$ cat src/rtl/mem_ctrl.sv
// Byte-wide memory controller that serves instruction fetches and load/store
// requests over a single 8-bit RAM port, giving load/store priority over fetch.
module mem_ctrl (
    input  logic        clk_in,
    input  logic        rst_in,
    input  logic        rdy_in,
    input  logic        if_req_in,
    input  logic [31:0] if_addr_in,
    output logic [31:0] if_data_out,
    output logic        if_done_out,
    input  logic        mem_req_in,
    input  logic        mem_we_in,
    input  logic [31:0] mem_addr_in,
    input  logic [31:0] mem_wdata_in,
    input  logic [2:0]  mem_len_in,
    output logic [31:0] mem_rdata_out,
    output logic        mem_done_out,
    input  logic [7:0]  mem_din,
    output logic [7:0]  mem_dout,
    output logic [31:0] mem_a,
    output logic        mem_wr,
    output logic        if_stall_req_out,
    output logic        mem_stall_req_out
);

    typedef enum logic [1:0] {IDLE, IF_RD, MEM_RD, MEM_WR} state_t;

    state_t      state, state_nxt;
    logic [2:0]  cnt, cnt_nxt, cnt_inc, len_q;
    logic [1:0]  cap_idx;
    logic [31:0] addr_q, wdata_q, rbuf, rbuf_nxt;

    function automatic logic [2:0] decode_len(input logic [2:0] len);
        case (len)
            3'd1:    return 3'd1;
            3'd2:    return 3'd2;
            default: return 3'd4;
        endcase
    endfunction

    function automatic logic [7:0] pick_byte(input logic [31:0] w, input logic [1:0] idx);
        return w[{idx, 3'b000} +: 8];
    endfunction

    assign cnt_inc = cnt + 3'd1;
    assign cap_idx = cnt[1:0] - 2'd1;

    assign if_stall_req_out  = if_req_in  & ~if_done_out;
    assign mem_stall_req_out = mem_req_in & ~mem_done_out;

    // RAM read data lags the address by one cycle, so byte cnt-1 arrives while cnt is current
    always_comb begin
        rbuf_nxt = rbuf;
        if (cnt != 3'd0)
            rbuf_nxt[{cap_idx, 3'b000} +: 8] = mem_din;
    end

    always_comb begin
        state_nxt = state;
        cnt_nxt   = cnt;
        case (state)
            IDLE: begin
                cnt_nxt = 3'd0;
                if (mem_req_in)
                    state_nxt = mem_we_in ? MEM_WR : MEM_RD;
                else if (if_req_in)
                    state_nxt = IF_RD;
            end
            IF_RD, MEM_RD: begin
                if (cnt == len_q) begin
                    state_nxt = IDLE;
                    cnt_nxt   = 3'd0;
                end else begin
                    cnt_nxt = cnt_inc;
                end
            end
            MEM_WR: begin
                if (cnt_inc == len_q) begin
                    state_nxt = IDLE;
                    cnt_nxt   = 3'd0;
                end else begin
                    cnt_nxt = cnt_inc;
                end
            end
            default: state_nxt = IDLE;
        endcase
    end

    always_ff @(posedge clk_in or posedge rst_in) begin
        if (rst_in) begin
            state <= IDLE;
            cnt   <= 3'd0;
            len_q <= 3'd4;
        end else if (rdy_in) begin
            state <= state_nxt;
            cnt   <= cnt_nxt;
            if (state == IDLE)
                len_q <= mem_req_in ? decode_len(mem_len_in) : 3'd4;
        end
    end

    always_ff @(posedge clk_in) begin
        if (rdy_in && state == IDLE) begin
            addr_q  <= mem_req_in ? mem_addr_in : if_addr_in;
            wdata_q <= mem_wdata_in;
        end
    end

    always_ff @(posedge clk_in or posedge rst_in) begin
        if (rst_in) begin
            if_data_out   <= 32'd0;
            if_done_out   <= 1'b0;
            mem_rdata_out <= 32'd0;
            mem_done_out  <= 1'b0;
            mem_dout      <= 8'd0;
            mem_a         <= 32'd0;
            mem_wr        <= 1'b0;
            rbuf          <= 32'd0;
        end else if (rdy_in) begin
            if_done_out  <= 1'b0;
            mem_done_out <= 1'b0;
            case (state)
                IDLE: begin
                    if (mem_req_in) begin
                        mem_a    <= mem_addr_in;
                        mem_wr   <= mem_we_in;
                        mem_dout <= mem_we_in ? mem_wdata_in[7:0] : 8'd0;
                        rbuf     <= 32'd0;
                    end else if (if_req_in) begin
                        mem_a  <= if_addr_in;
                        mem_wr <= 1'b0;
                        rbuf   <= 32'd0;
                    end
                end
                IF_RD, MEM_RD: begin
                    if (cnt == len_q) begin
                        if (state == IF_RD) begin
                            if_data_out <= rbuf_nxt;
                            if_done_out <= 1'b1;
                        end else begin
                            mem_rdata_out <= rbuf_nxt;
                            mem_done_out  <= 1'b1;
                        end
                    end else begin
                        rbuf <= rbuf_nxt;
                        if (cnt_inc < len_q)
                            mem_a <= addr_q + {29'd0, cnt_inc};
                    end
                end
                MEM_WR: begin
                    if (cnt_inc < len_q) begin
                        mem_a    <= addr_q + {29'd0, cnt_inc};
                        mem_dout <= pick_byte(wdata_q, cnt_inc[1:0]);
                    end else begin
                        mem_wr       <= 1'b0;
                        mem_done_out <= 1'b1;
                    end
                end
                default: ;
            endcase
        end
    end

endmodule

$ cat config.mk
export PLATFORM = sky130hd
export DESIGN_NAME = mem_ctrl
export DESIGN_NICKNAME = d
export VERILOG_FILES = /design/src/rtl/mem_ctrl.sv
export SDC_FILE = /design/constraint.sdc
export NUM_CORES = 1
export LEC_CHECK = 0
export BUFFER_PORTS_ARGS = -buffer_cell sky130_fd_sc_hd__buf_2
export CORE_MARGIN = 2
export CORE_UTILIZATION = 58
export CTS_CLUSTER_DIAMETER = 50
export DETAILED_ROUTE_END_ITERATION = 7
export GPL_TIMING_DRIVEN = 0
export PLACE_DENSITY = 0.9
export SETUP_SLACK_MARGIN = 0.4
export SLEW_MARGIN = 10
export SYNTH_ARGS = -nofsm -noshare
export SYNTH_HDL_FRONTEND = slang
export SYNTH_SLANG_ARGS = --single-unit
$ cat constraint.sdc
create_clock -name clk_in -period 10.6 [get_ports clk_in]
set_clock_uncertainty 0.15 [all_clocks]
set_input_delay 2.12 -clock clk_in [delete_from_list [all_inputs] [get_ports clk_in]]
set_output_delay 2.12 -clock clk_in [all_outputs]
set_load 0.05 [all_outputs]
==> metrics, run 1 <==
drt first pass iters 5; drt total wl 24840 um; Pleak 0.005193 uW; cells resized by post-CTS repair 0; Max IR drop VDD 0.1869 mV; initial antenna violation count 1; fin crit share 0.5403; Achievable Freq 174.6 MHz; initial core utilization 0.5874; GRT Util Overall 0.2763; worst path required time 8330 ps; max cap viols 0; switching fraction of total power 0.4422; # H-tree levels 1; clock power share 0.230; CP most frequent cell buf_2; area grow syn2layout 22.21%; result of the run finished, final reports clean; I/O pins 222; Distinct cells, synth 55; Slew Viols, Final 0; routed length per instance 19.11 um; Mapped Area 9672 um2; post-layout util 0.7179; WP buf/inv 4; crit-path cells buf_2 -> buf_1 -> inv_1 -> nor2_1 -> buf_2; Avg Cell Area, Syn 11.70 um2; FF-to-FF path depth 9; Design Power 3449 uW; GPL Wtd Cong 0.9002; setup TNS 0 ps; Reg-to-Reg End mem_a[16]; root buf cell clkbuf_16; fillers 1148; port bufs 212; n_diodes 0; grt ovf 0; hold path start mem_a[5]; number of synthesis warnings 0; height of the die 133.1 um; vias 7710; Pint 1924 uW; Slowest-stage cell, CP buf_1; first-pass GRT wire length 39170 um; biggest area consumer among synthesized cells dfrtp_1; Post-synth EDFFs 64; Top FF cell, synth dfrtp_1; CTS sink cnt 211; Sequential Power Share 0.349; syn nets 958; dpl ws 4913 ps; Slew @ Worst Pin 1164 ps; main area contributors after synthesis dfrtp_1 (38%), edfxtp_1 (20%), mux2_2 (3.8%); crit-path leading delay family buffers and inverters; Comb power frac 0.422; CP peak stage delay 500 ps; Power Density 291.8 nW/um2; Hold Path Depth 1; Critical Path Start mem_req_in; RSZ-0062 raised after global routing no; Seq. cell area 5602 um2; register area share after synthesis 0.5792; Tmin final 5728 ps; hold buffers post-CTS 0; CP Data Arrival Time 3460 ps; share of cells above drive strength 1 0.3019; r2r setup slk 7080 ps; die footprint 17720 um2; nets 1197; Vias/cell 5.931; post-CTS setup buffer count 0; DRC viols 0; CTS clk-pin slew, worst paths 60 ps; worst reg2reg startpoint cnt[0]; Die Wd 133.1 um; CTS Buf Count 23; Row Count 47; vias in the first global route 7538; area of the multi-input gates 3761 um2; Hold Worst Slack 329.9 ps; initial DRC count 745; final worst setup slack 4872 ps; Setup-failing EPs final 0; crit path capture type output pin; CP Class in -> out; CP Launch Type input port; Slew headroom 0.2177; CTS tree done; CORE AREA 16470 um2; commonest non-fill, non-tap cell in the layout buf_2; Antenna Violating Nets Remaining 0; Cells after Synth 827; endpoints failing hold 0; Yosys reg bits 211; Yosys top cell area share 0.3777; CTS Buffer Depth 3; HP Class reg -> reg; CP Max Fanout 10; NetSw 1525 uW; worst hold endpoint mem_a[5]; clk_lat worst skew 510 ps; post-DP HPWL 17600 um; largest net degree at the start of global routing 109; most frequent cells in the layout buf_2 (221), dfrtp_1 (146), nand2_1 (75); Post-synth ARST share 0.6967
==> per-stage QoR <==
| step | instances | cell area [um2] |
|---|---|---|
| final | 1300 | 11820 |
| after global routing | 1300 | 11820 |
| after CTS | 1300 | 11820 |
| after detailed placement | 1261 | 11070 |
| after global placement | 1259 | 11010 |
| after floorplan | 827 | 9672 |
==> synth_stat cells (all sizes together) (2+ instances only) <==
cell,instances
dfrtp,146
nand2,79
edfxtp,64
o21ai,63
nor2,55
a22oi,48
a21oi,47
mux2,33
a22o,32
buf,31
nand3,27
inv,22
xor2,20
ha,17
clkbuf,16
o211ai,13
nor3,11
nor4,11
nand4,10
xnor2,10
mux2i,8
mux4,8
nand2b,8
nor2b,7
a211oi,5
a21o,4
and2,4
and3,4
o22ai,4
o31ai,4
nand3b,3
a211o,2
o21a,2
==> worst max path at each step <==
| stage | cells past startpoint | slack, ps | to |
|---|---|---|---|
| 2_1_floorplan | 1 | 4380 | cnt[0] |
| 3_3_place_gp | 2 | 2820 | mem_a[0] |
| 3_5_place_dp | 5 | 4910 | mem_stall_req_out |
| 4_1_cts | 5 | 4850 | mem_stall_req_out |
| 5_1_grt | 5 | 4760 | mem_stall_req_out |
| 6_report | 5 | 4870 | mem_stall_req_out |
==> flip-flops by register name, indices dropped and copies added (netlist names) <==
signal and cells:
rbuf 32, mem_done_out 1, addr_q 32, mem_dout 8, mem_rdata_out 32, mem_wr 1
if_data_out 32, cnt 3, if_done_out 1, wdata_q 32, state 2, mem_a 32
len_q 3
==> cell families after synthesis <==
logic type | Yosys count | share of synthesized area
simple gates | 222 | 0.1146
buf+inv | 69 | 0.03195
flops | 211 | 0.5792
fa+ha+maj | 18 | 0.02406
compound gates | 228 | 0.1569
xor+xnor | 30 | 0.02794
mux | 49 | 0.06533
==> layout make-up <==
type | count | area share
Sequential cell | 211 | 0.4739
Multi-Input combinational cell | 547 | 0.3182
Timing Repair Buffer | 214 | 0.09442
Clock buffer | 30 | 0.05356
Tap cell | 220 | 0.02329
Buffer | 47 | 0.01948
Clock inverter | 9 | 0.009527
Inverter | 22 | 0.007621
==> power groups by stage <==
stage                     combinational (uW)  clock (uW)  sequential (uW)
after global placement                  1390           0             1210
after CTS                               1450         800             1200
after detailed placement                1440           0             1210
after floorplan                          549           0             1720
final                                   1450         791             1200
after global routing                    1540         831             1220
==> layer usage <==
| layer | up-vias | global-route usage | wire [um] | share of wire |
|---|---|---|---|---|
| li1 | 3518 | - | - | - |
| met1 | 3752 | 0.3637 | 9645 | 0.39 |
| met2 | 392 | 0.4741 | 12600 | 0.51 |
| met3 | 46 | 0.05061 | 1986 | 0.080 |
| met4 | 2 | 0.08097 | 593 | 0.024 |
| met5 | - | 0 | 13 | 0.00052 |
No activity file was read; power rests on OpenSTA's default activity.
==> run 2, diff against run 1 <==
--- a/config.mk
+++ b/config.mk
@@ -7,11 +7,11 @@
 export LEC_CHECK = 0
 export BUFFER_PORTS_ARGS = -buffer_cell sky130_fd_sc_hd__buf_2
 export CORE_MARGIN = 2
-export CORE_UTILIZATION = 58
+export CORE_UTILIZATION = 54
 export CTS_CLUSTER_DIAMETER = 50
 export DETAILED_ROUTE_END_ITERATION = 7
 export GPL_TIMING_DRIVEN = 0
-export PLACE_DENSITY = 0.9
+export PLACE_DENSITY = 0.85
 export SETUP_SLACK_MARGIN = 0.4
 export SLEW_MARGIN = 10
 export SYNTH_ARGS = -nofsm -noshare
==> constraint.sdc (replaced) <==
create_clock -name clk_in -period 5.4 [get_ports clk_in]
set_clock_uncertainty 0.15 [all_clocks]
set_input_delay 1.08 -clock clk_in [delete_from_list [all_inputs] [get_ports clk_in]]
set_output_delay 1.08 -clock clk_in [all_outputs]
set_load 0.05 [all_outputs]
==> run 2 against run 1 <==
  * First-iteration DRC count decreased by 20%
  * Flip-flop and latch count unchanged
  * Critical endpoint unchanged
  * Global-route usage down 1.7 points
  * Largest cell class unchanged
  * Critical path depth unchanged
  * Register-to-register slack worse by 5300 ps
  * Core utilization fell by 4.1 points
  * Via count up 0.32%
  * Sequential share of layout area is 0.13 points higher
==> metrics, run 2 (synthesis results as in run 1) <==
Slew @ Worst Pin 1183 ps; crit-path cells buf_2 -> buf_1 -> inv_1 -> nor2_1 -> buf_2; CP Launch Type input port; worst path required time 4170 ps; Slowest-stage cell, CP buf_1; initial core utilization 0.5553; area grow syn2layout 21.88%; Achievable Freq 277.0 MHz; largest net degree at the start of global routing 65; Row Count 48; Design Power 6621 uW; Hold Worst Slack 325.6 ps; GRT Util Overall 0.2594; final worst setup slack 1789 ps; fin crit share 0.6686; commonest non-fill, non-tap cell in the layout buf_2; NetSw 2996 uW; CP most frequent cell buf_2; RSZ-0062 raised after global routing no; CP Max Fanout 10; drt total wl 24910 um; CTS Buffer Depth 3; Reg-to-Reg End mem_a[20]; drt first pass iters 5; Slew Viols, Final 0; Critical Path End mem_stall_req_out; Pleak 0.005178 uW; WP buf/inv 4; switching fraction of total power 0.4526; Antenna Violating Nets Remaining 0; height of the die 137.8 um; Crit path depth 5; CTS clk-pin slew, worst paths 60 ps; clk_lat worst skew 510 ps; DRC viols 0; FF-to-FF path depth 9; initial DRC count 598; most frequent cells in the layout buf_2 (221), dfrtp_1 (146), nand2_1 (75); CP Class in -> out; Pint 3624 uW; root buf cell clkbuf_16; port bufs 212; worst reg2reg startpoint cnt[0]; CTS Buf Count 22; crit-path leading delay family buffers and inverters; post-DP HPWL 17560 um; vias in the first global route 7374; Vias/cell 5.914; grt ovf 0; Slew headroom 0.2055; nets 1199; Power Density 561.7 nW/um2; CP Data Arrival Time 2380 ps; crit path capture type output pin; setup TNS 0 ps; cells resized by post-CTS repair 0; CP peak stage delay 440 ps; HP Class reg -> reg; initial antenna violation count 0; result of the run finished, final reports clean; endpoints failing hold 0; n_diodes 0; clock power share 0.212; first-pass GRT wire length 38600 um; die footprint 19000 um2; Setup-failing EPs final 0; dpl ws 1775 ps; vias 7735; Die Wd 137.8 um; CORE AREA 17420 um2; CTS sink cnt 211; Tmin final 3611 ps; Sequential Power Share 0.356; CTS tree done; # H-tree levels 1; Critical Path Start mem_req_in; post-CTS setup buffer count 0; share of cells above drive strength 1 0.3019; r2r setup slk 1830 ps; GPL Wtd Cong 0.8901; max cap viols 0; I/O pins 222; Max IR drop VDD 0.3974 mV; routed length per instance 19.04 um; hold buffers post-CTS 0; Comb power frac 0.432
-- run 2: worst min path at each step --
stage,startpoint,to,cells after the start
2_1_floorplan,rbuf[0],rbuf[0],1
3_3_place_gp,mem_rdata_out[15],mem_rdata_out[15],2
3_5_place_dp,mem_a[7],mem_a[7],1
4_1_cts,mem_a[9],mem_a[9],1
5_1_grt,mem_a[9],mem_a[9],1
6_report,mem_a[4],mem_a[4],2
-- run 2: area by class of cell --
type	count	area, um2
fill	1288	5629
sequential	211	5602
multi-input combinational	547	3761
timing repair buffer	217	1176
clock buffer	30	590.6
tap	225	281.5
buffer	47	230.2
inverter	22	86.33
clock inverter	9	60.06
-- run 2: power groups by stage --
stage	combinational, uW	sequential, uW	clock, uW
2_1_floorplan	1080	3380	0
3_3_place_gp	2750	2380	0
3_5_place_dp	2840	2380	0
4_1_cts	2860	2350	1410
5_1_grt	3050	2400	1470
6_report	2860	2360	1400
-- run 2: worst min-delay path, delay by kind of cell, from the launching register on --
family | cells | cell delay (ps)
DFF | 1 | 340
AOI/OAI and AO/OA | 1 | 60
and+or+nand+nor | 1 | 50
-- run 2: through the flow --
stage	instance area [um2]	cells	util
floorplan	9676	827	-
global placement	11020	1264	0.6326
detailed placement	11140	1269	0.6394
CTS	11790	1308	0.6768
global route	11790	1308	0.6768
finish	11790	1308	0.6768
-- run 2: routing by layer --
layer	track usage	vias to the layer above	wire [um]
met3	0.04857	46	2144
met2	0.4287	393	11930
met4	0.06859	0	617
met5	0	-	0
li1	-	3513	-
met1	0.3556	3783	10210
